[src/rtl/serdes_pkg.sv]
// Shared types for the serializer/deserializer pair: beat order and shifter state.
package serdes_pkg;

  typedef enum logic {
    DIR_IDX0_FIRST = 1'b0,
    DIR_IDXN_FIRST = 1'b1
  } dir_e;

  typedef enum logic {
    ST_IDLE  = 1'b0,
    ST_SHIFT = 1'b1
  } ser_state_e;

endpackage

[src/rtl/serializer_if.sv]
// Parallel-in / serial-out bundle between a word producer and the serializer.
interface serializer_if
  import serdes_pkg::*;
#(
  parameter int DATA_WIDTH = 8,
  parameter int PARL_WIDTH = 8
);

  dir_e                  dir;
  logic                  par_vld;
  logic                  par_rdy;
  logic [DATA_WIDTH-1:0] par [PARL_WIDTH];
  logic [DATA_WIDTH-1:0] ser;
  logic                  ser_en;
  logic                  sof;
  logic                  eof;

  modport master (
    output dir, par_vld, par,
    input  par_rdy, ser, ser_en, sof, eof
  );

  modport slave (
    input  dir, par_vld, par,
    output par_rdy, ser, ser_en, sof, eof
  );

endinterface

[src/rtl/serializer_hold.sv]
// One-entry skid buffer holding a word and its beat order while the shifter is busy.
module serializer_hold
  import serdes_pkg::*;
#(
  parameter int DATA_WIDTH = 8,
  parameter int PARL_WIDTH = 8
) (
  input  logic                  clk,
  input  logic                  rst,
  input  logic                  wr_en,
  input  logic [DATA_WIDTH-1:0] wr_word [PARL_WIDTH],
  input  dir_e                  wr_dir,
  input  logic                  rd_en,
  output logic                  full,
  output logic [DATA_WIDTH-1:0] rd_word [PARL_WIDTH],
  output dir_e                  rd_dir
);

  always_ff @(posedge clk) begin
    if (rst)        full <= 1'b0;
    else if (wr_en) full <= 1'b1;
    else if (rd_en) full <= 1'b0;
  end

  // NOTE: payload storage is not reset; the full flag alone says whether it is meaningful.
  always_ff @(posedge clk) begin
    if (wr_en) begin
      rd_word <= wr_word;
      rd_dir  <= wr_dir;
    end
  end

endmodule

[src/rtl/serializer.sv]
// Word-to-beat serializer: shifter plus one-entry hold buffer, streaming without bubbles.
module serializer
  import serdes_pkg::*;
#(
  parameter int DATA_WIDTH = 8,
  parameter int PARL_WIDTH = 8
) (
  input  logic         clk,
  input  logic         rst,
  serializer_if.slave  bus
);

  localparam int            CW        = (PARL_WIDTH > 1) ? $clog2(PARL_WIDTH) : 1;
  localparam logic [CW-1:0] LAST_BEAT = CW'(PARL_WIDTH - 1);

  typedef logic [DATA_WIDTH-1:0] beat_t;

  ser_state_e    state_q, state_d;
  beat_t         par_in    [PARL_WIDTH];
  beat_t         hold_word [PARL_WIDTH];
  beat_t         ld_word   [PARL_WIDTH];
  beat_t         ld_beats  [PARL_WIDTH];
  beat_t         sh_q      [PARL_WIDTH];
  dir_e          hold_dir, ld_dir;
  logic          hold_full, accept, last_beat;
  logic          load_direct, load_hold, load, hold_wr;
  logic [CW-1:0] cnt_q, cnt_nxt;
  beat_t         ser_q;
  logic          ser_en_q, sof_q, eof_q;

  assign par_in      = bus.par;
  assign bus.par_rdy = ~hold_full;
  assign accept      = bus.par_vld & ~hold_full & ~rst;
  assign last_beat   = (state_q == ST_SHIFT) && (cnt_q == LAST_BEAT);
  assign cnt_nxt     = cnt_q + 1'b1;

  serializer_hold #(
    .DATA_WIDTH (DATA_WIDTH),
    .PARL_WIDTH (PARL_WIDTH)
  ) u_hold (
    .clk     (clk),
    .rst     (rst),
    .wr_en   (hold_wr),
    .wr_word (par_in),
    .wr_dir  (bus.dir),
    .rd_en   (load_hold),
    .full    (hold_full),
    .rd_word (hold_word),
    .rd_dir  (hold_dir)
  );

  always_ff @(posedge clk) begin
    if (rst) state_q <= ST_IDLE;
    else     state_q <= state_d;
  end

  always_comb begin
    state_d = state_q;
    unique case (state_q)
      ST_IDLE:  if (accept) state_d = ST_SHIFT;
      ST_SHIFT: if (last_beat && !hold_full && !accept) state_d = ST_IDLE;
    endcase
  end

  // Load source priority at the word boundary: held word first, then a fresh accept.
  always_comb begin
    // NOTE: every signal gets a value before any branch, so no latch can be inferred.
    load_hold   = last_beat & hold_full;
    load_direct = accept & ((state_q == ST_IDLE) | (last_beat & ~hold_full));
    load        = load_hold | load_direct;
    hold_wr     = accept & ~load_direct;
    ld_dir      = load_hold ? hold_dir : bus.dir;
    for (int i = 0; i < PARL_WIDTH; i++)
      ld_word[i] = load_hold ? hold_word[i] : par_in[i];
    for (int i = 0; i < PARL_WIDTH; i++)
      ld_beats[i] = (ld_dir == DIR_IDX0_FIRST) ? ld_word[i] : ld_word[PARL_WIDTH-1-i];
  end

  // Shifter holds beats in send order; ser shows beat cnt_q of the current word.
  // NOTE: clocked state uses non-blocking assignments so every register samples pre-edge values.
  always_ff @(posedge clk) begin
    if (rst) begin
      cnt_q    <= '0;
      ser_q    <= '0;
      ser_en_q <= 1'b0;
      sof_q    <= 1'b0;
      eof_q    <= 1'b0;
      for (int i = 0; i < PARL_WIDTH; i++) sh_q[i] <= '0;
    end else if (load) begin
      sh_q     <= ld_beats;
      cnt_q    <= '0;
      ser_q    <= ld_beats[0];
      ser_en_q <= 1'b1;
      sof_q    <= 1'b1;
      eof_q    <= 1'b0;
    end else if (state_q == ST_SHIFT && !last_beat) begin
      cnt_q <= cnt_nxt;
      ser_q <= sh_q[cnt_nxt];
      sof_q <= 1'b0;
      eof_q <= (cnt_nxt == LAST_BEAT);
    end else begin
      cnt_q    <= '0;
      ser_q    <= '0;
      ser_en_q <= 1'b0;
      sof_q    <= 1'b0;
      eof_q    <= 1'b0;
    end
  end

  assign bus.ser    = ser_q;
  assign bus.ser_en = ser_en_q;
  assign bus.sof    = sof_q;
  assign bus.eof    = eof_q;

endmodule

[src/flat_wrapper.sv]
// flat-port wrapper written by rule: the top's interface ports become plain ports
module serializer_flat import serdes_pkg::*;
#(
  parameter int DATA_WIDTH = 8,
  parameter int PARL_WIDTH = 8
)
  (clk, rst, bus_dir, bus_par_vld, bus_par, bus_par_rdy, bus_ser, bus_ser_en, bus_sof, bus_eof);
  serializer_if #(.DATA_WIDTH(DATA_WIDTH), .PARL_WIDTH(PARL_WIDTH)) bus_i ();
  input  logic clk;
  input  logic rst;
  input wire logic [$bits(bus_i.dir)-1:0] bus_dir;
  input wire logic [$bits(bus_i.par_vld)-1:0] bus_par_vld;
  input wire logic [$bits(bus_i.par)-1:0] bus_par;
  output wire logic [$bits(bus_i.par_rdy)-1:0] bus_par_rdy;
  output wire logic [$bits(bus_i.ser)-1:0] bus_ser;
  output wire logic [$bits(bus_i.ser_en)-1:0] bus_ser_en;
  output wire logic [$bits(bus_i.sof)-1:0] bus_sof;
  output wire logic [$bits(bus_i.eof)-1:0] bus_eof;
  assign bus_i.dir = bus_dir;
  assign bus_i.par_vld = bus_par_vld;
  assign bus_i.par = {>>{bus_par}};
  assign bus_par_rdy = bus_i.par_rdy;
  assign bus_ser = bus_i.ser;
  assign bus_ser_en = bus_i.ser_en;
  assign bus_sof = bus_i.sof;
  assign bus_eof = bus_i.eof;
  serializer #(.DATA_WIDTH(DATA_WIDTH), .PARL_WIDTH(PARL_WIDTH)) u_core (.clk(clk), .rst(rst), .bus(bus_i));
endmodule
[config.mk]
export PLATFORM = sky130hd
export DESIGN_NAME = serializer_flat
export DESIGN_NICKNAME = d
export VERILOG_FILES = /design/src/rtl/serdes_pkg.sv /design/src/rtl/serializer_if.sv /design/src/rtl/serializer_hold.sv /design/src/rtl/serializer.sv /design/src/flat_wrapper.sv
export SDC_FILE = /design/constraint.sdc
export NUM_CORES = 1
export LEC_CHECK = 0
export ABC_AREA = 1
export CORE_MARGIN = 5
export CORE_UTILIZATION = 45
export CTS_CLUSTER_DIAMETER = 50
export DETAILED_ROUTE_END_ITERATION = 8
export GPL_ROUTABILITY_DRIVEN = 0
export GPL_TIMING_DRIVEN = 0
export MAX_ROUTING_LAYER = met4
export PLACE_DENSITY = 0.73
export SLEW_MARGIN = 10
export SYNTH_ARGS = -nofsm -noshare
export SYNTH_HDL_FRONTEND = slang
export SYNTH_SLANG_ARGS = --single-unit
[constraint.sdc]
create_clock -name clk -period 5.8 [get_ports clk]
set_input_delay 0.58 -clock clk [delete_from_list [all_inputs] [get_ports clk]]
set_output_delay 0.58 -clock clk [all_outputs]
set_load 0.05 [all_outputs]
==> out/results.txt, run 1 <==
met2 is the most crowded layer. After filler insertion, the fill cell instance count of the layout stands at 1566. Leaving out fill and tap cells, the most frequent cell in the layout is sky130_fd_sc_hd__nand2_1.

The worst register-to-register path begins at u_core.cnt_q[0]. The run gives 1372 as the number of standard cells in the final layout excluding fillers. Combinational share of power: 0.135. The worst register-to-register path has a setup slack of 3.35 ns. From synthesis to final layout, the design area changed by 23.3%.

The diode insertion count for antenna repair was 0. Once detail routing completed, the nets flagged for antenna violations numbered 0. Maximum number of pins on one net before global-route repair: 32.

The count of port buffers added during placement was 79; the met1 layer usage reported by global route was 0.268. After detailed routing, the number of vias per cell comes to 5.05. The final critical-path share of the clock period was 0.423. The quantity of hold-fixing buffers added after cts is 0, and the average wire length per cell after detail routing is 14.5 um. Max-cap violations in this run came to 0. The final number of max-transition violations is 0, and the starting utilization of the core area is 0.454. Counting tap cells, the placed design contains a total of 1340 instances. The count of final hold-check violations was 0.

The number of antenna violations at the first check in global routing was 0; the delay contributed by the slowest stage of the critical path was 0.43 ns. Detailed placement ended at an HPWL of 14600 um. The multiplexer area fraction after synthesis was 0; the share of synthesized area occupied by flip-flops and latches was 0.475. The number of cells on the worst hold path was 2; the number of H-tree branching levels was 4.

In the final layout, the multi-input gates occupy 2750 um^2. The slowest stage of the critical path belongs to the cell sky130_fd_sc_hd__buf_1. The compound-cell area share of the yosys netlist is 0.0882. The die covers 19300 um^2. The leakage power total came out at 4.47 nW. The run finished with clean final reports. The worst-case clock buffer depth is 2. For the clock group share of total power, the log shows 0.438. The number of nets in the synthesized netlist is 1110. Setup violations remaining at the end of the flow were counted as 0. The switching fraction of total power came out at 0.252. The violation count after the first detailed-routing iteration was 672.

The floorplan has 47 rows. The worst setup path is launched from a flop. The synthesized-area fraction occupied by and/or/nand/nor cells is 0.273, and the post-CTS repair timing setup buffer count is 0. In the routed design, unresolved DRC markers number 0.

Counting both buffers and inverters, the worst setup path holds a total of 5. The later pin in the worst-skew pair is clocked with a latency of 0.43 ns. The die is 139 um tall. Fraction of met2 tracks used by global routing: 0.336. Broken down by cell family, the worst path's largest delay share belongs to buffers and inverters. The startpoint-to-endpoint class of the critical path was reg2reg. From left edge to right edge, the die measures 139 um.

The top cell types in the final layout, fill and taps aside, are sky130_fd_sc_hd__nand2_1, sky130_fd_sc_hd__inv_1, sky130_fd_sc_hd__nand3_1. The tools report the count of different cell masters after synthesis as 23. The clock arrives with 0.0111 ns of skew. The signal on the critical path passes through buf_2, inv_1, buf_2, ha_1, buf_2, buf_1, nand3_1, nand3_1, nand3_1, a21oi_1.

The tightest min-delay check is of the reg2reg type. Main combinational cell family by area after synthesis: simple AND/OR/NAND/NOR gates. The run gives 0.0441 as the met3 layer usage reported by global route.

Once layout is done, the placed cells without fillers occupy 9220 um^2. The worst hold endpoint was u_core.sh_q[62]. The detailed-routing iteration count for the pre-antenna-repair pass was 5.

STA classifies the critical path endpoint as a flop. The run gives 6576 as the number of global-route vias before repair. The first global-routing pass estimated 32300 um of wire. For the pin with the worst max-slew slack, the measured transition is 0.629 ns.

The tools report the cell at the root of the clock tree as sky130_fd_sc_hd__clkbuf_16. The logs give 6923 for the via total after detailed routing and 17 for the number of buffers inserted during clock tree synthesis. The run gives 0.427 as the share of power burned in registers.

For the top-level port count, the log shows 80. The area share of fa/ha/maj cells after synthesis works out to 0.00502. Gates resized during post-CTS repair numbered 0. Wires add up to 19900 um. The time the worst path needs with I/O delays and setup is 2.45 ns, and the number of cells on the worst reg-to-reg path is 10. Across the whole layout, storage elements account for 3550 um^2. The xor and xnor area share after synthesis was 0. The arrival time of data at the critical path endpoint came out at 2.79 ns. For the end-of-flow core utilization, the log shows 0.560. In this run the critical register-to-register path is captured at u_core.bus.ser[4]. The combined global-route utilization of all metal layers was 0.214. Across all hold checks on the routed design, the worst slack comes to 0.466 ns. The run gives 0.576 as the relative slew slack. The number of nets at the end of the flow was 1210. The internal power of the cells totals 1.98 mW.

Setup repair after global routing left no endpoint under its margin. The logs give 2.65 mW for the overall power consumption and 0.217 mV for the worst ir drop on vdd. The cell area that synthesis handed to floorplanning was 7480 um^2. TritonCTS built the clock tree.

Global routing finished with a remaining overflow of 0. A synthesized cell averages 7.20 um^2. The tools report the required time of the critical path as 6.14 ns. The ratio of total power to cell area was 287 nW/um^2; the net load switching power was 666 uW.

The worst hold path begins at u_core.sh_q[62]. The clock slew seen by the registers of the worst setup and hold paths came out at 0.06 ns. In this run the worst path has a maximum fanout of 10. The total number of clock tree sinks was 145.

The fraction of layout cells with a size suffix above 1 came out at 0.0755. Once placement finished, the instance area stood at 8590 um^2. Synthesis inferred 145 register bits.

After floorplanning, the core was sized to cover 16500 um^2. In the synthesized netlist, the number of instances is 1039. Yosys printed 0 warnings.

Timing would allow up to 408 MHz.
## power by group through the flow
stage               sequential (mW)  clock [mW]  combinational (mW)
finish                         1.13        1.16               0.357
global route                   1.13        1.22               0.396
CTS                            1.13        1.17               0.353
detailed placement             1.15           0               0.350
global placement               1.15           0               0.341
floorplan                      1.16           0               0.208
## stage by stage
stage	TNS, ns	worst slack [ns]
CTS	0	3.40
global route	0	3.21
finish	0	3.35
floorplan	0	1.47
global placement	-3.92	-0.0668
detailed placement	0	3.41
## worst max-delay path by stage
stage | startpoint | endpoint | slack, ns | cells past startpoint
2_1_floorplan | u_core.cnt_q[0] | u_core.u_hold.rd_dir | 1.47 | 6
3_3_place_gp | rst | u_core.u_hold.rd_word[12] | -0.07 | 4
3_5_place_dp | u_core.cnt_q[0] | u_core.bus.ser[4] | 3.41 | 10
4_1_cts | u_core.cnt_q[0] | u_core.bus.ser[4] | 3.40 | 10
5_1_grt | u_core.cnt_q[0] | u_core.bus.ser[4] | 3.21 | 10
6_report | u_core.cnt_q[0] | u_core.bus.ser[4] | 3.35 | 10
## per-layer routing
layer / routed length, um / share of wire / vias up
met2: 9340 / 0.47 / 288
met5: 0 / 0 / -
met3: 1430 / 0.072 / 49
met1: 8510 / 0.43 / 3152
li1: - / - / 3434
met4: 623 / 0.031 / 0
## state kept, by name, summed over array words and instances, names as in the netlist
register,cells
u_core.state_q,1
u_core.bus.eof,1
u_core.u_hold.rd_word,64
u_core.cnt_q,3
u_core.u_hold.rd_dir,1
u_core.u_hold.full,1
u_core.bus.sof,1
u_core.sh_q,64
u_core.bus.ser_en,1
u_core.bus.ser,8
## worst reg2reg max path: stages (launching register included)
cell and delay (ns):
sky130_fd_sc_hd__dfxtp_1 0.32, sky130_fd_sc_hd__buf_2 0.18, sky130_fd_sc_hd__inv_1 0.11, sky130_fd_sc_hd__buf_2 0.21, sky130_fd_sc_hd__ha_1 0.30, sky130_fd_sc_hd__buf_2 0.21, sky130_fd_sc_hd__buf_1 0.43, sky130_fd_sc_hd__nand3_1 0.19
sky130_fd_sc_hd__nand3_1 0.12, sky130_fd_sc_hd__nand3_1 0.09, sky130_fd_sc_hd__a21oi_1 0.21
## cell families after synthesis
logic type                 after synthesis
adders and majority gates                3
buffers and inverters                  275
and+or+nand+nor                        485
DFF                                    145
AOI/OAI and AO/OA                      131
## Yosys cell counts
| master | count | area share |
|---|---|---|
| sky130_fd_sc_hd__a21oi_1 | 73 | 0.049 |
| sky130_fd_sc_hd__clkbuf_1 | 17 | 0.0085 |
| sky130_fd_sc_hd__nand4_1 | 18 | 0.015 |
| sky130_fd_sc_hd__nand2_1 | 328 | 0.16 |
| sky130_fd_sc_hd__edfxtp_1 | 65 | 0.26 |
| sky130_fd_sc_hd__nor2_8 | 1 | 0.0027 |
| sky130_fd_sc_hd__inv_2 | 2 | 0.0010 |
| sky130_fd_sc_hd__buf_4 | 9 | 0.0090 |
| sky130_fd_sc_hd__ha_1 | 3 | 0.0050 |
| sky130_fd_sc_hd__o21ai_1 | 18 | 0.012 |
| sky130_fd_sc_hd__buf_6 | 11 | 0.017 |
| sky130_fd_sc_hd__inv_1 | 208 | 0.10 |
| sky130_fd_sc_hd__o21ai_0 | 38 | 0.025 |
| sky130_fd_sc_hd__nand2_2 | 2 | 0.0017 |
| sky130_fd_sc_hd__a31oi_1 | 1 | 0.00084 |
| sky130_fd_sc_hd__dfxtp_1 | 80 | 0.21 |
| sky130_fd_sc_hd__o21a_1 | 1 | 0.0010 |
| sky130_fd_sc_hd__nand3_1 | 121 | 0.081 |
| sky130_fd_sc_hd__clkinv_1 | 1 | 0.00050 |
| sky130_fd_sc_hd__buf_1 | 1 | 0.00050 |
| sky130_fd_sc_hd__nor2_1 | 14 | 0.0070 |
| sky130_fd_sc_hd__buf_2 | 26 | 0.017 |
| sky130_fd_sc_hd__nand3_2 | 1 | 0.0013 |
## area by class of cell
class | count | share of cell area
clock buffers | 20 | 0.0519
plain buffers | 64 | 0.0422
repair buffers | 81 | 0.0901
clock inverters | 12 | 0.0163
multi-input cells | 619 | 0.298
flip-flops and latches | 145 | 0.386
well taps | 220 | 0.0299
inverters | 211 | 0.0859
Power figures use the tool's default switching activity.
==> run 2: changes to the inputs <==
--- a/config.mk
+++ b/config.mk
@@ -13,7 +13,7 @@
 export GPL_ROUTABILITY_DRIVEN = 0
 export GPL_TIMING_DRIVEN = 0
 export MAX_ROUTING_LAYER = met4
-export PLACE_DENSITY = 0.73
+export PLACE_DENSITY = 0.75
 export SLEW_MARGIN = 10
 export SYNTH_ARGS = -nofsm -noshare
 export SYNTH_HDL_FRONTEND = slang
==> constraint.sdc (replaced) <==
create_clock -name clk -period 2.1 [get_ports clk]
set_input_delay 0.21 -clock clk [delete_from_list [all_inputs] [get_ports clk]]
set_output_delay 0.21 -clock clk [all_outputs]
set_load 0.05 [all_outputs]
==> out/results.txt, run 2 (synthesis results as in run 1) <==
The class of the tightest hold or removal check is in2reg. Average wire length per cell after detail routing: 14.5 um (-0.35%). The highest fanout seen on the critical path is 10 (unchanged).

The residual antenna-violating net count after detailed routing is 0 (unchanged), and the fraction of layout cells with a size suffix above 1 is 0.0817 (+0.00615). The ratio of total power to cell area works out to 761 nW/um^2 (+160%). The worst min-delay path startpoint was bus_par[17].

The number of antenna violations at the first check in global routing came out at 0 (unchanged). The clock slew seen by the registers of the worst setup and hold paths was 0.06 ns (about the same). STA classifies the critical path endpoint as a flop. The overall power consumption was 7.02 mW (+170%).

Worst-case clock buffer depth: 2 (unchanged). The fmax came out at 494 MHz (+21%). CTS placed an instance of sky130_fd_sc_hd__clkbuf_16 at the clock tree root. Setup repair after global routing could not meet its margin everywhere. The violation count after the first detailed-routing iteration is 555 (-17%), and the worst ir drop on vdd is 0.574 mV (+160%).

The logs give 80 (unchanged) for the top-level port count and 17 (unchanged) for the number of buffers inserted during clock tree synthesis. For the total of fill cells in the finished design, the log shows 1556 (-0.64%). The die outline width works out to 139 um (unchanged).

The flow ran to the end, and the final reports show no timing, DRC or antenna violations. TritonCTS built the clock tree. For the leftover overflow at the end of global routing, the log shows 0 (unchanged).

The worst hold endpoint was u_core.u_hold.rd_word[17]. The final number of max-transition violations was 0 (unchanged). The row count came out at 47 (unchanged). The critical path is of the reg2reg type. Leakage power total: 4.44 nW (-0.58%). The flop-to-flop setup slack is 0.08 ns (-3.27 ns), and the setup violation total in the final timing report is 0 (unchanged). The commonest non-fill, non-tap cell in the layout was sky130_fd_sc_hd__nand2_1. The run gives 2.44 ns (-3.70 ns) as the required time of the critical path. For the half-perimeter wire length after detailed placement, the log shows 14600 um (-0.66%). The total wire length is 19800 um (-0.43%). The logs give 0.366 ns (-0.100 ns) for the hold slack and 0 (unchanged) for the diode insertion count for antenna repair. The time the worst path needs with I/O delays and setup came out at 2.02 ns (-0.427 ns). The arrival time of data at the critical path endpoint is 2.36 ns (-0.43 ns).

The top cell types in the final layout, fill and taps aside, are sky130_fd_sc_hd__nand2_1, sky130_fd_sc_hd__inv_1, sky130_fd_sc_hd__nand3_1. The tools report the maximum number of pins on one net before global-route repair as 33 (+3.1%). In this run the worst setup path begins at u_core.cnt_q[0]. Number of cells on the worst reg-to-reg path: 11 (+1). Worst path setup slack after routing: 0.0764 ns (-3.27 ns).

The logs give -0.382 ns (-3.79 ns) for the setup slack after placement and 0 (unchanged) for the count of final hold-check violations. The relative slew slack was 0.639 (+0.0623). Setup TNS: 0 ns (unchanged). The via total after detailed routing is 6871 (-0.75%). Vertical extent of the die: 139 um (unchanged). Number of nets at the end of the flow: 1209 (-0.083%).

The total number of clock tree sinks is 145 (unchanged), and the number of cells on the worst hold path is 1 (-1). The area of the die was 19300 um^2 (unchanged). The logs give 9230 um^2 (+0.18%) for the post-layout instance area and 6430 (-2.2%) for the number of global-route vias before repair. The run gives 0.00857 ns (-0.00250 ns) as the final worst clock skew.

In this run the critical register-to-register path is launched from u_core.cnt_q[0]. The final critical-path share of the clock period came out at 0.964 (+0.541). The run gives 0.209 (-0.00548) as the combined global-route utilization of all metal layers. The transition time of the tightest slew-check pin is 0.542 ns (-0.0868 ns), and the post-CTS repair timing setup buffer count is 0 (unchanged). The detailed-routing iteration count for the pre-antenna-repair pass is 5 (unchanged), and the quantity of hold-fixing buffers added after cts is 0 (unchanged). The number of H-tree branching levels came out at 4 (unchanged). Count of port buffers added during placement: 79 (unchanged). The run gives 0 (unchanged) as the number of maximum-capacitance violations. The via density per instance came out at 5.01 (-0.68%). Destination of the worst register-to-register timing path: u_core.bus.ser[6]. The growth of design area from synthesis to finish was 23.5%; the clock network latency to the later pin of the worst-skew pair was 0.43 ns (about the same). Wire length of the first global-routing pass: 31600 um (-2.3%).

The worst setup path is launched from a flop. For the count of unresolved DRC violations after routing, the log shows 0 (unchanged). The number of standard cells in the final layout excluding fillers was 1371 (-0.073%); the area of placed instances was 8630 um^2 (+0.42%).

The cell total after placement was 1340 (unchanged); the placeable core area was 16500 um^2 (unchanged). The run gives 0.561 (+0.000988) as the end-of-flow core utilization. The run gives 0.454 (unchanged) as the starting utilization of the core area.
run 2: cell count changes in the layout (fill, tap and decap cells not counted), sizes merged:
cell | before | now
bufinv | 3 | 0
clkbuf | 37 | 44
clkinv | 6 | 5
inv | 213 | 209
run 2: worst max path at each step:
stage                                           end  cells after the start
after CTS                         u_core.bus.ser[4]                     11
after global placement    u_core.u_hold.rd_word[11]                      6
after detailed placement          u_core.bus.ser[4]                     11
after global routing              u_core.bus.ser[4]                      9
final                             u_core.bus.ser[6]                     11
after floorplan                u_core.u_hold.rd_dir                      6
run 2: what timing repair did:
item                       CTS  global route
setup endpoints to repair    9             7
gates resized for setup     13             5
pin swaps                    1             1
run 2: layout make-up:
| class | instances | area [um^2] | share of cell area |
|---|---|---|---|
| well taps | 220 | 275 | 0.0298 |
| clock buffers | 28 | 549 | 0.0595 |
| repair buffers | 81 | 831 | 0.0900 |
| clock inverters | 4 | 20.0 | 0.00217 |
| plain buffers | 63 | 414 | 0.0449 |
| multi-input cells | 619 | 2790 | 0.302 |
| inverters | 211 | 802 | 0.0869 |
| flip-flops and latches | 145 | 3560 | 0.385 |
run 2: routing by layer:
| metal | vias to the layer above | wire [um] | GRT usage |
|---|---|---|---|
| li1 | 3434 | - | - |
| met1 | 3160 | 8740 | 0.268 |
| met2 | 243 | 9290 | 0.332 |
| met3 | 34 | 1300 | 0.0421 |
| met4 | 0 | 488 | 0.0705 |
| met5 | - | 0 | - |
run 2: critical path: stages, from the launching register on:
cell	delay, ns
sky130_fd_sc_hd__dfxtp_2	0.35
sky130_fd_sc_hd__buf_4	0.15
sky130_fd_sc_hd__inv_2	0.07
sky130_fd_sc_hd__buf_6	0.14
sky130_fd_sc_hd__ha_1	0.30
sky130_fd_sc_hd__buf_4	0.18
sky130_fd_sc_hd__inv_4	0.11
sky130_fd_sc_hd__buf_8	0.15
sky130_fd_sc_hd__nand3_1	0.10
sky130_fd_sc_hd__nand3_1	0.08
sky130_fd_sc_hd__nand3_1	0.09
sky130_fd_sc_hd__a21oi_1	0.21
run 2: power breakdown:
group | switching (mW) | total (mW) | leakage [nW] | internal (mW)
Clock | 1.14 | 2.91 | 0.284 | 1.77
Sequential | 0.0383 | 3.12 | 1.25 | 3.09
Combinational | 0.599 | 0.993 | 2.91 | 0.394
Total | 1.77 | 7.02 | 4.44 | 5.25
